File: src/rtl/imm_ext_pkg.sv
// Shared definitions for immediate extension: mode encodings and default widths
// used by decode, the extension pipe and the ALU operand mux.
package imm_ext_pkg;

  localparam int DEF_IN_W     = 16;
  localparam int DEF_OUT_W    = 32;
  localparam int DEF_BR_SHIFT = 2;

  typedef enum logic [1:0] {
    MODE_ZERO   = 2'd0,
    MODE_SIGN   = 2'd1,
    MODE_UPPER  = 2'd2,
    MODE_BRANCH = 2'd3
  } mode_e;

endpackage

File: src/rtl/imm_ext_core.sv
// Pure combinational mode arithmetic: turns an IN_W-bit immediate into an
// OUT_W-bit operand. OUT_W must be at least IN_W + BR_SHIFT.
module imm_ext_core
  import imm_ext_pkg::*;
#(
  parameter int IN_W     = DEF_IN_W,
  parameter int OUT_W    = DEF_OUT_W,
  parameter int BR_SHIFT = DEF_BR_SHIFT
) (
  input  logic [IN_W-1:0]  in_imm,
  input  logic [1:0]       in_mode,
  output logic [OUT_W-1:0] ext
);

  logic signed [IN_W-1:0]  imm_s;
  logic signed [OUT_W-1:0] sext;

  assign imm_s = signed'(in_imm);
  // Sized cast of a signed operand replicates the sign bit into the upper bits.
  assign sext  = OUT_W'(imm_s);

  // Select the extension flavour; branch offsets drop shifted-out MSBs.
  always_comb begin
    ext = '0;
    case (in_mode)
      MODE_ZERO:   ext = OUT_W'(in_imm);
      MODE_SIGN:   ext = sext;
      MODE_UPPER:  ext = OUT_W'(in_imm) << (OUT_W - IN_W);
      MODE_BRANCH: ext = sext <<< BR_SHIFT;
      default:     ext = '0;
    endcase
  end

endmodule

File: src/rtl/imm_extend_pipe.sv
// Registered immediate extender between decode and the ALU operand mux.
// Output register plus one skid entry: in_ready comes straight from a flop,
// so decode never sees a combinational path from out_ready.
module imm_extend_pipe
  import imm_ext_pkg::*;
#(
  parameter int IN_W     = DEF_IN_W,
  parameter int OUT_W    = DEF_OUT_W,
  parameter int BR_SHIFT = DEF_BR_SHIFT
) (
  input  logic             clk,
  input  logic             rst_n,
  input  logic             in_valid,
  output logic             in_ready,
  input  logic [IN_W-1:0]  in_imm,
  input  logic [1:0]       in_mode,
  output logic             out_valid,
  input  logic             out_ready,
  output logic [OUT_W-1:0] out_data,
  output logic [1:0]       out_mode
);

  logic [OUT_W-1:0] ext_p0;
  logic [OUT_W-1:0] data_p1, sk_data_p1;
  logic [1:0]       mode_p1, sk_mode_p1;
  logic             vld_p1, sk_vld_p1;
  logic             acc, drn;

  imm_ext_core #(
    .IN_W     (IN_W),
    .OUT_W    (OUT_W),
    .BR_SHIFT (BR_SHIFT)
  ) u_core (
    .in_imm  (in_imm),
    .in_mode (in_mode),
    .ext     (ext_p0)
  );

  assign in_ready = !sk_vld_p1;
  assign acc      = in_valid && in_ready;
  assign drn      = vld_p1 && out_ready;

  // ---- stage 0 -> 1: output register refills from skid first, then input ----
  // Input data is only captured on accept, so idle-cycle X never enters state.
  always_ff @(posedge clk or negedge rst_n) begin
    if (!rst_n) begin
      vld_p1     <= 1'b0;
      data_p1    <= '0;
      mode_p1    <= '0;
      sk_vld_p1  <= 1'b0;
      sk_data_p1 <= '0;
      sk_mode_p1 <= '0;
    end else if (!vld_p1 || drn) begin
      if (sk_vld_p1) begin
        data_p1   <= sk_data_p1;
        mode_p1   <= sk_mode_p1;
        vld_p1    <= 1'b1;
        sk_vld_p1 <= 1'b0;
      end else if (acc) begin
        data_p1 <= ext_p0;
        mode_p1 <= in_mode;
        vld_p1  <= 1'b1;
      end else begin
        vld_p1 <= 1'b0;
      end
    end else if (acc) begin
      sk_data_p1 <= ext_p0;
      sk_mode_p1 <= in_mode;
      sk_vld_p1  <= 1'b1;
    end
  end

  assign out_valid = vld_p1;
  assign out_data  = data_p1;
  assign out_mode  = mode_p1;

endmodule

File: config.mk
export PLATFORM = sky130hd
export DESIGN_NAME = imm_extend_pipe
export DESIGN_NICKNAME = d
export VERILOG_FILES = /design/src/rtl/imm_ext_pkg.sv /design/src/rtl/imm_ext_core.sv /design/src/rtl/imm_extend_pipe.sv
export SDC_FILE = /design/constraint.sdc
export NUM_CORES = 1
export LEC_CHECK = 0
export ABC_AREA = 0
export CAP_MARGIN = 20
export CORE_AREA = 3 3 67 131
export DETAILED_ROUTE_END_ITERATION = 10
export DIE_AREA = 0 0 70 134
export GPL_TIMING_DRIVEN = 0
export PLACE_DENSITY = 0.64
export RECOVER_POWER = 25
export SYNTH_ARGS = -nofsm -noshare
export SYNTH_HDL_FRONTEND = slang
export SYNTH_SLANG_ARGS = --single-unit
File: constraint.sdc
create_clock -name clk -period 3.45 [get_ports clk]
set_input_delay 0.8625 -clock clk [delete_from_list [all_inputs] [get_ports clk]]
set_output_delay 0.8625 -clock clk [all_outputs]
set_load 0.02 [all_outputs]
==> impl_metrics.json <==
{
  "p_int_uw": 1980,
  "clock.fmax_mhz": 351,
  "core_area_um2": 7940,
  "p_comb_frac": 0.254,
  "mostFrequentLayoutCells": "70 x dfrtp_1, 56 x clkdlybuf4s50_1, 40 x nand2_1",
  "switching_share": 0.293,
  "clkPwrFrac": 0.368,
  "finalCritPeriodShare": 0.825,
  "cts.sink_count": 70,
  "worst_pin_slew_ns": 1.76,
  "dr.pass1.iters": 4,
  "routed_wl_mm": 10.0,
  "grt_pass1_wl_mm": 16.6,
  "yosys_warnings": 0,
  "cpPeakStageDelay_ns": 0.70,
  "grt_usage": 0.227,
  "finalHoldViolCount": 0,
  "crit_arrival_ns": 1.98,
  "ys_ff_latch": 70,
  "synth_nets": 389,
  "dp_hpwl_mm": 7.32,
  "fillCellCount": 754,
  "cp-start-kind": "flop",
  "fp.dieW_um": 70,
  "grt_pass1_vias": 3271,
  "cts_root_buffer": "clkbuf_16",
  "area_growth_pct": 29.3,
  "synth_area_um2": 3510,
  "nets": 458,
  "clk_path_buf_depth": 2,
  "dp_slack_ns": 0.821,
  "crit_path_end_kind": "output port",
  "cts-htree-levels": 3,
  "place_congestion": 0.898,
  "hold_class": "flop to flop",
  "outcome": "finished with violations",
  "drive_gt1_frac": 0.136,
  "slew_headroom": -0.176,
  "syn_inst": 367,
  "cts_made_buffers": 9,
  "via_per_inst": 5.65,
  "yosysSeqAreaShare": 0.499,
  "yosysTopAreaCellShare": 0.499,
  "ioPinCount": 58,
  "post-cts-setup-buffer-count": 0,
  "grt_overflow": 0,
  "initial_utilization": 0.442,
  "dieArea_um2": 9380,
  "synthTopCellsByArea": "dfrtp_1 50%, o31ai_2 9.3%, a211oi_1 6.0%, o21ai_0 5.1%, o21ai_1 4.6%",
  "die_y_um": 134,
  "mostFrequentLayoutCell": "dfrtp_1",
  "hold_slack_ns": 0.478,
  "placedCellCount": 521,
  "drt_drc_violations_left": 0,
  "p_seq_frac": 0.379,
  "cts_resized": 0,
  "cts.clk_slew.worst_paths_ns": 0.05,
  "crit_required_ns": 2.59,
  "peakVddDrop_v": 0.000334,
  "drtIter0Drc": 188,
  "setup_violations": 0,
  "grt_max_degree": 71,
  "grt_antenna_before_repair": 0,
  "antenna_left": 0,
  "violations": "capacitance limit, slew limit",
  "hold_buffers": 0,
  "grt_setup_unrepaired": "no",
  "slew_violations": 71,
  "port_buffers": 57,
  "cp_cell_sequence": "inv_1 > clkbuf_1 > clkdlybuf4s50_1",
  "path_class": "flop to output port",
  "synth_cell_types": 26,
  "fin_skew_ns": 0.00456,
  "wire_per_inst_um": 18.6,
  "p_leak_uw": 0.00186,
  "yosysTopAreaCell": "dfrtp_1",
  "finalCriticalPeriod_ns": 2.85,
  "fin_ws_ns": 0.603,
  "switchingPower_uw": 820,
  "max_cap_viol_count": 1,
  "clk_latency_ns": 0.34,
  "std_cell_rows": 46,
  "cpMaxStageDelayCell": "clkdlybuf4s50_1",
  "cts_tree": "yes",
  "power.total_uw": 2800,
  "syn_area_per_cell_um2": 9.57,
  "finalNonFillerCells": 537,
  "diodes": 0,
  "vias": 3035,
  "p_per_area_nw_per_um2": 618,
  "cp_max_fo": 10
}
==> sequential cells by signal, summed over array words and instances, names as in the netlist <==
signal / cells
sk_vld_p1: 1
out_mode: 2
sk_mode_p1: 2
out_data: 32
out_valid: 1
sk_data_p1: 32
==> cell type report <==
type                            count  area [µm²]  area share
Clock inverter                      3        65.1      0.0143
Sequential cell                    70        1750       0.386
Multi-Input combinational cell    260        1570       0.346
Inverter                            1        3.75    0.000827
Timing Repair Buffer               58         573       0.126
Tap cell                           96         120      0.0265
Clock buffer                       13         270      0.0595
Buffer                             36         184      0.0405
==> worst paths after layout <==
kind | start | to | slack [ns] | cells after the start
min in group asynchronous | rst_n | out_data[31] | 1.10 | 2
hold reg to reg | sk_mode_p1[0] | sk_mode_p1[0] | 0.48 | 2
hold / removal | sk_mode_p1[0] | sk_mode_p1[0] | 0.48 | 2
max in group asynchronous | rst_n | sk_data_p1[3] | 1.29 | 2
setup reg to reg | sk_vld_p1 | out_data[22] | 1.72 | 4
setup / recovery | sk_vld_p1 | in_ready | 0.60 | 3
==> kinds of logic (layout without fill, tap and decap cells) <==
logic type | count (synthesis) | count (layout) | synth area share
AO/OA/AOI/OAI | 157 | 157 | 0.304
AND/OR/NAND/NOR | 99 | 99 | 0.132
flip-flops | 70 | 70 | 0.499
buffers and inverters | 37 | 111 | 0.0535
multiplexers | 4 | 4 | 0.0121
==> per-layer routing <==
layer,track usage,vias up,wire (µm)
met4,0.100,0,282
met5,0,-,0
met2,0.406,69,5420
met3,0.0345,17,299
li1,-,1449,-
met1,0.266,1500,4000
==> cell usage after synthesis <==
library cell / n
a211oi_1: 28
a21oi_1: 30
a221oi_1: 2
and2_1: 2
and4bb_2: 1
buf_2: 9
buf_6: 5
clkbuf_1: 22
dfrtp_1: 70
inv_1: 1
mux2_1: 1
mux2_2: 1
mux2i_1: 2
nand2_1: 40
nand2b_1: 1
nand3b_1: 2
nand4bb_1: 1
nor2_1: 32
nor2b_1: 16
nor2b_4: 1
nor3b_1: 2
o21ai_0: 36
o21ai_1: 32
o31ai_1: 3
o31ai_2: 26
or2_1: 1
==> worst max-delay path, delay by kind of cell (launching register included) <==
kind / cells / cell delay (ns)
buffers and inverters: 3 / 1.22
flip-flops: 1 / 0.42
==> per-stage QoR <==
stage	TNS, ns	utilization	area, µm²
finish	0	0.572	4540
global route	0	0.572	4540
CTS	0	0.574	4560
detailed placement	0	0.532	4230
global placement	-65.64	0.529	4200
floorplan	0	-	3510
==> power by group through the flow <==
| stage | clock network [µW] | logic [µW] | registers [µW] |
|---|---|---|---|
| 2_1_floorplan | 0 | 310 | 1160 |
| 3_3_place_gp | 0 | 705 | 1070 |
| 3_5_place_dp | 0 | 719 | 1080 |
| 4_1_cts | 1040 | 723 | 1060 |
| 5_1_grt | 1080 | 774 | 1080 |
| 6_report | 1030 | 711 | 1060 |
(Power assumes the default switching activity.)
